**src/rtl/instruction_fetch_unit.sv**
```systemverilog
// instruction_fetch_unit
// Holds the program counter and fetches one word per memory handshake. Each
// accepted word goes to the instruction register with a one-cycle load pulse.
// Supports stall from the control unit and PC redirect for branches and jumps.
// Optional build macro FETCH_TIMEOUT_EN: bounds the wait for mem_ack and
// parks the unit in a sticky FAULT state when the bound is hit.
//
// Handshake: in REQ, mem_req=1 and mem_addr is the fetch address. A cycle
// with mem_ack=1 completes the fetch on that clock edge (zero-wait allowed).
// mem_ack is ignored in every other state. ir_L marks the single cycle in
// which ir_D/pc hold a freshly fetched instruction.
module instruction_fetch_unit #(
    parameter int N        = 32,
    parameter int AW       = 32,
    parameter int RESET_PC = 0,
    parameter int PC_STEP  = 4,
    parameter int TIMEOUT  = 15
) (
    input  logic          clock,
    input  logic          R,
    output logic          mem_req,
    output logic [AW-1:0] mem_addr,
    input  logic          mem_ack,
    input  logic [N-1:0]  mem_rdata,
    output logic [N-1:0]  ir_D,
    output logic          ir_L,
    input  logic          stall,
    input  logic          redirect,
    input  logic [AW-1:0] redirect_pc,
    output logic [AW-1:0] pc,
    output logic          fetch_fault,
    output logic [2:0]    state_dbg
);

    localparam logic [2:0] ST_IDLE  = 3'd0;
    localparam logic [2:0] ST_REQ   = 3'd1;
    localparam logic [2:0] ST_ISSUE = 3'd2;
    localparam logic [2:0] ST_HOLD  = 3'd3;
    localparam logic [2:0] ST_FAULT = 3'd4;

    logic [2:0]    state_q, state_d;
    logic [AW-1:0] pc_next_q, pc_next_d;
    logic [AW-1:0] pc_q, pc_d;
    logic [N-1:0]  ir_d_q, ir_d_d;
    logic          discard_q, discard_d;

`ifdef FETCH_TIMEOUT_EN
    localparam int CW = $clog2(TIMEOUT + 1);
    logic [CW-1:0] wait_cnt_q, wait_cnt_d;
    logic          fault_q, fault_d;
`endif

    // Next-state, PC and instruction-data computation
    always_comb begin
        state_d   = state_q;
        pc_next_d = pc_next_q;
        pc_d      = pc_q;
        ir_d_d    = ir_d_q;
        discard_d = discard_q;
`ifdef FETCH_TIMEOUT_EN
        wait_cnt_d = wait_cnt_q;
        fault_d    = fault_q;
`endif
        case (state_q)
            ST_IDLE: begin
                if (redirect) pc_next_d = redirect_pc;
                state_d = ST_REQ;
            end
            ST_REQ: begin
                if (redirect) begin
                    // A word returned together with a redirect is stale: drop it.
                    pc_next_d = redirect_pc;
                end else if (mem_ack && !discard_q) begin
                    ir_d_d    = mem_rdata;
                    pc_d      = pc_next_q;
                    pc_next_d = pc_next_q + AW'(PC_STEP);
                    state_d   = ST_ISSUE;
                end else if (mem_ack) begin
                    discard_d = 1'b0;
                end
            end
            ST_ISSUE: begin
                if (redirect) pc_next_d = redirect_pc;
                state_d = stall ? ST_HOLD : ST_REQ;
            end
            ST_HOLD: begin
                if (redirect) pc_next_d = redirect_pc;
                if (!stall) state_d = ST_REQ;
            end
            ST_FAULT: begin
                state_d = ST_FAULT;
            end
            default: begin
                state_d = ST_IDLE;
            end
        endcase
`ifdef FETCH_TIMEOUT_EN
        if (state_q == ST_REQ) begin
            if (mem_ack) begin
                wait_cnt_d = '0;
            end else if (wait_cnt_q == CW'(TIMEOUT - 1)) begin
                state_d = ST_FAULT;
                fault_d = 1'b1;
            end else begin
                wait_cnt_d = wait_cnt_q + 1'b1;
            end
        end else if (state_d == ST_REQ) begin
            wait_cnt_d = '0;
        end
`endif
    end

    // State and datapath registers with asynchronous reset
    always_ff @(posedge clock or posedge R) begin
        if (R) begin
            state_q   <= ST_IDLE;
            pc_next_q <= AW'(RESET_PC);
            pc_q      <= AW'(RESET_PC);
            ir_d_q    <= '0;
            discard_q <= 1'b0;
        end else begin
            state_q   <= state_d;
            pc_next_q <= pc_next_d;
            pc_q      <= pc_d;
            ir_d_q    <= ir_d_d;
            discard_q <= discard_d;
        end
    end

`ifdef FETCH_TIMEOUT_EN
    // Wait counter and sticky fault flag
    always_ff @(posedge clock or posedge R) begin
        if (R) begin
            wait_cnt_q <= '0;
            fault_q    <= 1'b0;
        end else begin
            wait_cnt_q <= wait_cnt_d;
            fault_q    <= fault_d;
        end
    end
    assign fetch_fault = fault_q;
`else
    assign fetch_fault = 1'b0;
`endif

    assign mem_req   = (state_q == ST_REQ);
    assign mem_addr  = (state_q == ST_REQ) ? pc_next_q : '0;
    assign ir_L      = (state_q == ST_ISSUE);
    assign ir_D      = ir_d_q;
    assign pc        = pc_q;
    assign state_dbg = state_q;

endmodule
```
**config.mk**
```make
export PLATFORM = sky130hd
export DESIGN_NAME = instruction_fetch_unit
export DESIGN_NICKNAME = d
export VERILOG_FILES = /design/src/rtl/instruction_fetch_unit.sv
export SDC_FILE = /design/constraint.sdc
export NUM_CORES = 1
export LEC_CHECK = 0
export CAP_MARGIN = 40
export CORE_ASPECT_RATIO = 1.75
export CORE_MARGIN = 1.5
export CORE_UTILIZATION = 48
export DETAILED_ROUTE_END_ITERATION = 10
export GPL_TIMING_DRIVEN = 0
export PLACE_DENSITY = 0.82
export SYNTH_ARGS = -nofsm -noshare
export SYNTH_HDL_FRONTEND = slang
export SYNTH_SLANG_ARGS = --single-unit
```
**constraint.sdc**
```tcl
create_clock -name clock -period 7.3 [get_ports clock]
set_clock_uncertainty 0.1 [all_clocks]
set_input_delay 1.46 -clock clock [delete_from_list [all_inputs] [get_ports clock]]
set_output_delay 1.46 -clock clock [all_outputs]
set_load 0.05 [all_outputs]
```
* Word-level counts from Yosys, hierarchy flattened
Cells that the tools add are included.
** Operators by class
- Reduce and logical (&&, ||, !) cells :: 6
- Equal/unequal tests :: 9
- Add/subtract/negate cells :: 1
- Bitwise logic cells :: 1
- Mux-type cells :: 10
** Operators with widths (count)
- 32-bit 2-to-1 mux :: 4
- 32-bit case mux with 2 select lines :: 1
- 32-bit by 3-bit adder with 32-bit output, second input constant :: 1
- 3-bit case mux with 5 select lines :: 1
- 3-bit 2-to-1 mux :: 3
- 3-bit AND reduction :: 3
- 3-bit by 2-bit == test with 1-bit output, second input constant :: 2
- 2-bit by 1-bit inequality test with 1-bit output, second input constant :: 2
- 2-bit inequality test, second input constant :: 2
- 3-bit by 1-bit == test with 1-bit output, second input constant :: 1
- 3-bit == test, second input constant :: 1
- 3-bit logical NOT :: 1
- 3-bit by 1-bit inequality test with 1-bit output, second input constant :: 1
- 3-bit OR reduction :: 1
- 2-bit 2-to-1 mux :: 1
- 2-bit nonzero test :: 1
- 1-bit inverter :: 1
** Word-level totals
- Logic and storage cells :: 31
- Bits in registers :: 99
- Input port bits :: 69
- Output and inout port bits :: 102

* Longest topological paths before layout
Gate-level depths: netlist of run 1.
- Word-level depth :: 4
- Gate-level depth with buffers :: 9

* Least setup slack after synthesis of run 1
No wires, ideal clock.
- Kind :: reg2out
- From :: reg state_q[1], in the netlist state_dbg[1]
- To :: out mem_addr[22]
- Buffers on the path :: 1
- Stages on the path, launching flop included :: 5
- Data required time :: 5.740 ns
- Setup slack :: 3.542 ns
- Arrival :: 2.198 ns
- Cell sequence :: dfrtp_1 nand2b_1 nor2_1 clkbuf_1 and2_1
** Between the ends
- Word-level cells in the longest chain between the ends :: 2
** Ends and longest elaborated chain
- start, declared :: RTL line 41 : logic [2:0] state_q, state_d;
- start signal, assigned :: RTL line 122 : state_q <= state_d;
- 3-bit by 1-bit == test with 1-bit output
- via mem_req :: RTL line 21 : output logic mem_req,
- 32-bit 2-to-1 mux :: RTL line 147 : assign mem_addr = (state_q == ST_REQ) ? pc_next_q : '0;
- end, declared :: RTL line 22 : output logic [AW-1:0] mem_addr,
The timed path passes the listed nets, and every way through them passes these cells.

* Worst setup path after layout of run 1
- From :: reg state_q[1], in the netlist state_dbg[1]
- To :: out mem_addr[16]
** Between the ends
- Word-level cells in the longest chain between the ends :: 2
** Ends and longest elaborated chain (RTL line)
- 3-bit by 1-bit == test with 1-bit output :: 147
- 32-bit 2-to-1 mux :: 147
Every way passes these cells.

==> flow_results.xml, run 1 <==
<?xml version="1.0" encoding="UTF-8"?>
<metrics>
  <group name="run_status">
    <metric name="status" unit="">finished clean</metric>
  </group>
  <group name="placed_design">
    <metric name="postPlaceCellArea" unit="mm2">0.00657</metric>
    <metric name="dp_cells" unit="">837</metric>
    <metric name="dp_hpwl" unit="um">10900</metric>
    <metric name="port-buffer-count" unit="">169</metric>
    <metric name="place_congestion" unit="">0.899</metric>
  </group>
  <group name="floorplan">
    <metric name="count_of_boundary_i_o_pins" unit="">171</metric>
    <metric name="die_area" unit="mm2">0.0104</metric>
    <metric name="initial_utilization" unit="%">49.6</metric>
    <metric name="die_w" unit="um">77.8</metric>
    <metric name="die_height" unit="um">134</metric>
    <metric name="std_cell_rows" unit="">47</metric>
    <metric name="core-area" unit="mm2">0.00947</metric>
  </group>
  <group name="yosys">
    <metric name="synthFlopType" unit="">sky130_fd_sc_hd__dfrtp_1</metric>
    <metric name="synth.yosys.warnings" unit="">0</metric>
    <metric name="post_synth_inst_count" unit="">545</metric>
    <metric name="synth_area_leader_cell" unit="">sky130_fd_sc_hd__dfrtp_1</metric>
    <metric name="synth_top_area_share" unit="%">52.8</metric>
    <metric name="count_of_cell_types_in_the_netlist" unit="">55</metric>
    <metric name="synth_area_per_cell" unit="um2">8.61</metric>
    <metric name="ys_ff_latch" unit="">99</metric>
    <metric name="share_of_async_settable_or_async_resettable_flops_after_synthesis" unit="%">100</metric>
    <metric name="sequential_element_share_of_the_synthesized_area" unit="%">52.8</metric>
    <metric name="postSynthNetCount" unit="">615</metric>
    <metric name="synth-edff-count" unit="">0</metric>
    <metric name="syn_area" unit="mm2">0.00469</metric>
    <metric name="synth.area.top_cells" unit="">sky130_fd_sc_hd__dfrtp_1 53%, sky130_fd_sc_hd__nand2_1 17%, sky130_fd_sc_hd__and2_1 4.5%, sky130_fd_sc_hd__nand3_1 2.3%, sky130_fd_sc_hd__a21oi_1 2.2%</metric>
  </group>
  <group name="power">
    <metric name="pwr-share-comb" unit="%">46.2</metric>
    <metric name="p_leak" unit="nW">3.07</metric>
    <metric name="power.share.switching" unit="%">43.7</metric>
    <metric name="clock_power_share" unit="%">20.8</metric>
    <metric name="intPower" unit="mW">1.35</metric>
    <metric name="worst_ir_drop_vdd" unit="mV">0.211</metric>
    <metric name="p_seq_share" unit="%">32.9</metric>
    <metric name="power_density" unit="mW/mm2">348</metric>
    <metric name="netSwitchingPower" unit="mW">1.05</metric>
  </group>
  <group name="timing">
    <metric name="tightestPinTransition" unit="ns">0.982</metric>
    <metric name="report.final.setup_viol" unit="">0</metric>
    <metric name="worst_hold_slack" unit="ns">0.375</metric>
    <metric name="max_freq" unit="MHz">224</metric>
    <metric name="maxSlewHeadroom" unit="%">34.0</metric>
    <metric name="min_tclk_post_route" unit="ns">4.46</metric>
    <metric name="final.period_utilization" unit="%">61.1</metric>
    <metric name="final-hold-violation-count" unit="">0</metric>
    <metric name="final-max-slew-violation-count" unit="">0</metric>
    <metric name="final.setup.tns" unit="ns">0</metric>
    <metric name="rsz0062_at_grt" unit="">false</metric>
  </group>
  <group name="setup_path">
    <metric name="cp_data_arrival_time" unit="ns">2.90</metric>
    <metric name="endpoint_kind" unit="">primary output</metric>
    <metric name="highest_net_fanout_along_the_worst_path" unit="">10</metric>
    <metric name="cp_data_required_time" unit="ns">5.74</metric>
    <metric name="start_kind" unit="">flop</metric>
    <metric name="timing.setup.critical_path_class" unit="">flop to primary output</metric>
  </group>
  <group name="grt">
    <metric name="grt_pass1_vias" unit="">4759</metric>
    <metric name="globalRouteTotalUtil" unit="%">28.9</metric>
    <metric name="grt_start_max_net_pins" unit="">67</metric>
    <metric name="grt_antenna_before_repair" unit="">0</metric>
    <metric name="global_route_wire_length_before_repair" unit="um">23400</metric>
    <metric name="grt.overflow.total" unit="">0</metric>
  </group>
  <group name="routing">
    <metric name="drc" unit="">0</metric>
    <metric name="drt_pass1_iterations" unit="">5</metric>
    <metric name="via_density_per_instance" unit="">5.54</metric>
    <metric name="wire_per_inst" unit="um">17.1</metric>
    <metric name="wl" unit="um">14600</metric>
    <metric name="routed-via-count" unit="">4717</metric>
    <metric name="number_of_drc_violations_after_detailed_routing_iteration_0" unit="">332</metric>
    <metric name="antenna_left" unit="">0</metric>
  </group>
  <group name="final_layout">
    <metric name="multi_input_area" unit="mm2">0.00207</metric>
    <metric name="stdcell_count" unit="">852</metric>
    <metric name="post-route-util" unit="%">72.7</metric>
    <metric name="area.growth.synth_to_final" unit="%">46.6</metric>
    <metric name="layout.cells.most_common" unit="">sky130_fd_sc_hd__nand2_1</metric>
    <metric name="antenna-diode-count" unit="">0</metric>
    <metric name="drive_gt1_share" unit="%">4.25</metric>
    <metric name="fill_cells" unit="">741</metric>
    <metric name="layout.cells.most_common_list" unit="">213 x sky130_fd_sc_hd__nand2_1, 169 x sky130_fd_sc_hd__clkdlybuf4s50_1, 99 x sky130_fd_sc_hd__dfrtp_1</metric>
    <metric name="nets" unit="">796</metric>
    <metric name="final_design_area_no_fill" unit="mm2">0.00688</metric>
    <metric name="seq_area" unit="mm2">0.00248</metric>
  </group>
  <group name="clocking">
    <metric name="clock_insertion_delay_worst_skew" unit="ns">0.34</metric>
    <metric name="cts.hold.buffers_added" unit="">0</metric>
    <metric name="htree_num_levels" unit="">3</metric>
    <metric name="cts_setup_buffers" unit="">0</metric>
    <metric name="clockRootBuffer" unit="">sky130_fd_sc_hd__clkbuf_16</metric>
    <metric name="cts_tree" unit="">done</metric>
    <metric name="clock_path_buffers" unit="">2</metric>
    <metric name="clkSlewWorstSetupHoldPaths" unit="ns">0.07</metric>
    <metric name="cts_made_buffers" unit="">9</metric>
    <metric name="clkSinkCount" unit="">99</metric>
    <metric name="ctsResizeCount" unit="">0</metric>
  </group>
  <group name="job">
    <metric name="drv_cap" unit="">0</metric>
  </group>
  <group name="min_path">
    <metric name="min_path_type" unit="">flop to flop</metric>
  </group>
</metrics>
registers in the layout, summed over array words and instances (netlist names):
name       count
ir_D          32
state_dbg      3
pc            32
pc_next_q     32
cell type report:
class / count / share of cell area [%]
Buffer: 33 / 1.96
Clock buffer: 14 / 4.13
Clock inverter: 1 / 0.436
Inverter: 4 / 0.254
Multi-Input combinational cell: 409 / 30.0
Sequential cell: 99 / 36.0
Tap cell: 122 / 2.22
Timing Repair Buffer: 170 / 25.0
Yosys cell counts (3+ instances only):
cell                        number
sky130_fd_sc_hd__nor2_1         18
sky130_fd_sc_hd__nand2_1       213
sky130_fd_sc_hd__nor3_1          5
sky130_fd_sc_hd__and3_1          6
sky130_fd_sc_hd__or3_1           5
sky130_fd_sc_hd__dfrtp_1        99
sky130_fd_sc_hd__o21ai_0        12
sky130_fd_sc_hd__and2_1         34
sky130_fd_sc_hd__buf_2           6
sky130_fd_sc_hd__o22ai_1         6
sky130_fd_sc_hd__inv_1           4
sky130_fd_sc_hd__nor2b_1         3
sky130_fd_sc_hd__o311ai_0        6
sky130_fd_sc_hd__nor4_1          3
sky130_fd_sc_hd__clkbuf_1       20
sky130_fd_sc_hd__a2bb2oi_1       4
sky130_fd_sc_hd__buf_1           6
sky130_fd_sc_hd__a21oi_1        21
sky130_fd_sc_hd__a22oi_1         8
sky130_fd_sc_hd__nand3_1        22
routing by layer:
layer	track usage, %	share of wire, %
met5	0	0
met4	15.6	4.5
met3	4.69	5.9
met2	51.5	54
met1	32.2	36
logic make-up (layout without fill, tap and decap cells):
| group | count (synthesis) | in the layout | share of synthesized area (%) |
|---|---|---|---|
| simple gates | 322 | 322 | 31.0 |
| flops | 99 | 99 | 52.8 |
| compound gates | 84 | 84 | 12.5 |
| buf+inv | 37 | 222 | 3.20 |
| fa+ha+maj | 1 | 1 | 0.266 |
| other cells | 1 | 1 | 0.0799 |
| mux | 1 | 1 | 0.213 |
power by group through the flow:
stage	sequential (mW)	clock, mW	combinational, mW
4_1_cts	0.788	0.503	1.11
5_1_grt	0.808	0.524	1.16
2_1_floorplan	1.14	0	0.353
3_3_place_gp	0.791	0	1.09
3_5_place_dp	0.798	0	1.11
6_report	0.789	0.499	1.11
critical path, stage by stage, from the launching register on:
cell and delay [ns]:
sky130_fd_sc_hd__dfrtp_1 0.43, sky130_fd_sc_hd__nand2b_1 0.24, sky130_fd_sc_hd__nor2_1 0.43, sky130_fd_sc_hd__clkbuf_1 0.42, sky130_fd_sc_hd__and2_1 0.22, sky130_fd_sc_hd__clkdlybuf4s50_1 0.81
through the flow:
step           power, mW  setup slack (ns)
5_1_grt             2.50              2.71
3_5_place_dp        1.91              3.26
6_report            2.40              2.84
2_1_floorplan       1.50              3.15
3_3_place_gp        1.88              1.65
4_1_cts             2.40              2.88
worst paths after layout:
| check | startpoint | endpoint | slack [ns] | depth (start not counted) |
|---|---|---|---|---|
| worst max register to register | pc_next_q[2]$_DFFE_PP0P_ | pc_next_q[30]$_DFFE_PP0P_ | 4.67 | 6 |
| max in group asynchronous | R | ir_D[20]$_DFFE_PP0P_ | 5.03 | 3 |
| worst max-delay path | state_dbg[1]$_DFFE_PP0P_ | mem_addr[16] | 2.84 | 5 |
| worst min register to register | ir_D[29]$_DFFE_PP0P_ | ir_D[29]$_DFFE_PP0P_ | 0.37 | 2 |
| min in group asynchronous | R | pc[6]$_DFFE_PP0P_ | 1.40 | 2 |
| worst min-delay path | ir_D[29]$_DFFE_PP0P_ | ir_D[29]$_DFFE_PP0P_ | 0.37 | 2 |
Note: power is estimated with default switching activity, not from simulation.
==> run 2: changes to the inputs <==
--- a/config.mk
+++ b/config.mk
@@ -8,10 +8,10 @@
 export CAP_MARGIN = 40
 export CORE_ASPECT_RATIO = 1.75
 export CORE_MARGIN = 1.5
-export CORE_UTILIZATION = 48
+export CORE_UTILIZATION = 41
 export DETAILED_ROUTE_END_ITERATION = 10
 export GPL_TIMING_DRIVEN = 0
-export PLACE_DENSITY = 0.82
+export PLACE_DENSITY = 0.74
 export SYNTH_ARGS = -nofsm -noshare
 export SYNTH_HDL_FRONTEND = slang
 export SYNTH_SLANG_ARGS = --single-unit
==> constraint.sdc (replaced) <==
create_clock -name clock -period 3.89 [get_ports clock]
set_clock_uncertainty 0.1 [all_clocks]
set_input_delay 0.778 -clock clock [delete_from_list [all_inputs] [get_ports clock]]
set_output_delay 0.778 -clock clock [all_outputs]
set_load 0.05 [all_outputs]
==> run 2 against run 1 <==
Compared with the run above: utilization down 11 points; register-to-register slack worse by 3.3 ns; combinational power up 87%; critical path type unchanged; critical endpoint is now mem_addr[11]; via count down 1.6%.
==> flow_results.xml, run 2 (synthesis gave the netlist of run 1 again) <==
<?xml version="1.0" encoding="UTF-8"?>
<metrics>
  <group name="timing">
    <metric name="final-hold-violation-count" unit="">0</metric>
    <metric name="max_freq" unit="MHz">268</metric>
    <metric name="post-route-worst-setup-slack" unit="ns">0.161</metric>
    <metric name="final.period_utilization" unit="%">95.9</metric>
    <metric name="tightestPinTransition" unit="ns">0.869</metric>
    <metric name="report.final.setup_viol" unit="">0</metric>
    <metric name="final-max-slew-violation-count" unit="">0</metric>
    <metric name="maxSlewHeadroom" unit="%">41.6</metric>
    <metric name="final.setup.tns" unit="ns">0</metric>
    <metric name="rsz0062_at_grt" unit="">false</metric>
    <metric name="min_tclk_post_route" unit="ns">3.73</metric>
  </group>
  <group name="grt">
    <metric name="globalRouteTotalUtil" unit="%">24.6</metric>
    <metric name="globalRoute.busiestLayer" unit="">met2</metric>
    <metric name="global_route_met1_usage" unit="%">28.3</metric>
    <metric name="grt_start_max_net_pins" unit="">64</metric>
    <metric name="global_route_wire_length_before_repair" unit="um">23400</metric>
    <metric name="grt_antenna_before_repair" unit="">0</metric>
    <metric name="globalRouteMet2Util" unit="%">43.2</metric>
    <metric name="grt.overflow.total" unit="">0</metric>
    <metric name="grt_pass1_vias" unit="">4691</metric>
    <metric name="grtUsageMet3" unit="%">3.88</metric>
  </group>
  <group name="final_layout">
    <metric name="seq_area" unit="mm2">0.00248</metric>
    <metric name="nets" unit="">796</metric>
    <metric name="antenna-diode-count" unit="">0</metric>
    <metric name="final_design_area_no_fill" unit="mm2">0.00689</metric>
    <metric name="layout.cells.most_common" unit="">sky130_fd_sc_hd__nand2_1</metric>
    <metric name="fill_cells" unit="">981</metric>
    <metric name="area.growth.synth_to_final" unit="%">46.9</metric>
    <metric name="drive_gt1_share" unit="%">4.24</metric>
    <metric name="layout.cells.most_common_list" unit="">213 x sky130_fd_sc_hd__nand2_1, 169 x sky130_fd_sc_hd__clkdlybuf4s50_1, 99 x sky130_fd_sc_hd__dfrtp_1</metric>
    <metric name="stdcell_count" unit="">863</metric>
    <metric name="multi_input_area" unit="mm2">0.00207</metric>
  </group>
  <group name="power">
    <metric name="pwr-share-comb" unit="%">46.0</metric>
    <metric name="power.share.switching" unit="%">43.7</metric>
    <metric name="p_seq_share" unit="%">32.8</metric>
    <metric name="clock_power_share" unit="%">21.2</metric>
    <metric name="p_leak" unit="nW">3.07</metric>
    <metric name="intPower" unit="mW">2.55</metric>
    <metric name="netSwitchingPower" unit="mW">1.98</metric>
    <metric name="worst_ir_drop_vdd" unit="mV">0.407</metric>
    <metric name="power_density" unit="mW/mm2">656</metric>
    <metric name="power_after_layout" unit="mW">4.52</metric>
  </group>
  <group name="floorplan">
    <metric name="die_height" unit="um">145</metric>
    <metric name="count_of_boundary_i_o_pins" unit="">171</metric>
    <metric name="die_area" unit="mm2">0.0121</metric>
    <metric name="core-area" unit="mm2">0.0112</metric>
    <metric name="std_cell_rows" unit="">51</metric>
    <metric name="initial_utilization" unit="%">42.0</metric>
    <metric name="die_w" unit="um">83.9</metric>
  </group>
  <group name="setup_path">
    <metric name="critical_path.reg2reg.startpoint" unit="">state_dbg[2]$_DFFE_PP0P_</metric>
    <metric name="endpoint_kind" unit="">primary output</metric>
    <metric name="cp_data_required_time" unit="ns">3.01</metric>
    <metric name="start_kind" unit="">flop</metric>
    <metric name="highest_net_fanout_along_the_worst_path" unit="">10</metric>
    <metric name="worst-r2r-cell-count" unit="">7</metric>
    <metric name="cp_data_arrival_time" unit="ns">2.85</metric>
    <metric name="rr_endpoint" unit="">pc_next_q[30]$_DFFE_PP0P_</metric>
    <metric name="reg2reg_setup_slack" unit="ns">1.33</metric>
    <metric name="timing.setup.critical_path_class" unit="">flop to primary output</metric>
  </group>
  <group name="clocking">
    <metric name="clkSinkCount" unit="">99</metric>
    <metric name="clock_insertion_delay_worst_skew" unit="ns">0.35</metric>
    <metric name="cts_setup_buffers" unit="">0</metric>
    <metric name="cts_made_buffers" unit="">9</metric>
    <metric name="cts_tree" unit="">done</metric>
    <metric name="clock_path_buffers" unit="">2</metric>
    <metric name="ctsResizeCount" unit="">0</metric>
    <metric name="clkSlewWorstSetupHoldPaths" unit="ns">0.06</metric>
    <metric name="cts.hold.buffers_added" unit="">0</metric>
    <metric name="htree_num_levels" unit="">3</metric>
    <metric name="clockRootBuffer" unit="">sky130_fd_sc_hd__clkbuf_16</metric>
  </group>
  <group name="routing">
    <metric name="drc" unit="">0</metric>
    <metric name="routed-via-count" unit="">4640</metric>
    <metric name="antenna_left" unit="">0</metric>
    <metric name="number_of_drc_violations_after_detailed_routing_iteration_0" unit="">335</metric>
    <metric name="via_density_per_instance" unit="">5.38</metric>
    <metric name="drt_pass1_iterations" unit="">5</metric>
    <metric name="wl" unit="um">14900</metric>
    <metric name="wire_per_inst" unit="um">17.3</metric>
  </group>
  <group name="run_status">
    <metric name="status" unit="">finished clean</metric>
  </group>
  <group name="min_path">
    <metric name="min_path_type" unit="">flop to flop</metric>
    <metric name="min_delay_path_depth" unit="">2</metric>
    <metric name="timing.hold.worst.start" unit="">ir_D[8]$_DFFE_PP0P_</metric>
    <metric name="timing.hold.worst_endpoint" unit="">ir_D[8]$_DFFE_PP0P_</metric>
  </group>
  <group name="job">
    <metric name="drv_cap" unit="">0</metric>
  </group>
  <group name="placed_design">
    <metric name="dp_cells" unit="">847</metric>
    <metric name="port-buffer-count" unit="">169</metric>
    <metric name="preCtsSetupSlack" unit="ns">0.542</metric>
    <metric name="postPlaceCellArea" unit="mm2">0.00657</metric>
    <metric name="dp_hpwl" unit="um">10900</metric>
    <metric name="place_congestion" unit="">0.881</metric>
  </group>
</metrics>
## run 2: power groups by stage
| stage | registers (mW) | logic (mW) | clock network, mW |
|---|---|---|---|
| 2_1_floorplan | 2.14 | 0.663 | 0 |
| 3_3_place_gp | 1.48 | 2.06 | 0 |
| 3_5_place_dp | 1.49 | 2.08 | 0 |
| 4_1_cts | 1.48 | 2.09 | 0.980 |
| 5_1_grt | 1.52 | 2.20 | 1.02 |
| 6_report | 1.48 | 2.08 | 0.960 |
## run 2: worst max-delay path, cell delays in order (launching register included)
cell,delay (ns)
sky130_fd_sc_hd__dfrtp_1,0.44
sky130_fd_sc_hd__nand2b_1,0.26
sky130_fd_sc_hd__nor2_1,0.33
sky130_fd_sc_hd__clkbuf_1,0.45
sky130_fd_sc_hd__and2_1,0.22
sky130_fd_sc_hd__clkdlybuf4s50_1,0.80
## run 2: area by class of cell
type                       count  area share [%]
timing repair buffer         170            24.8
inverter                       4           0.254
buffer                        33            1.96
sequential                    99            35.9
clock inverter                 4            1.07
clock buffer                  12            3.58
tap                          132            2.40
multi-input combinational    409            30.0
## run 2: worst max path at each step
stage                     cells past startpoint             endpoint                     start  slack, ns
after global routing                          5         mem_addr[14]  state_dbg[1]$_DFFE_PP0P_       0.08
final                                         5         mem_addr[11]  state_dbg[1]$_DFFE_PP0P_       0.16
after CTS                                     5         mem_addr[11]  state_dbg[1]$_DFFE_PP0P_       0.16
after floorplan                               1  ir_D[0]$_DFFE_PP0P_                         R       0.42
after global placement                        2    pc[4]$_DFFE_PP0P_                         R      -1.04
after detailed placement                      5         mem_addr[11]  state_dbg[1]$_DFFE_PP0P_       0.54
## run 2: per-stage QoR
stage                     utilization [%]  hold WS (ns)
after global placement               58.7         0.357
final                                61.7         0.372
after floorplan                         -         0.352
after detailed placement             58.9         0.361
after global routing                 61.7         0.393
after CTS                            61.7         0.378
## run 2: per-layer routing
layer,routed length [um],up-vias
met5,0,-
met4,745,0
met3,910,61
met2,7650,231
met1,5580,2150
li1,-,2198
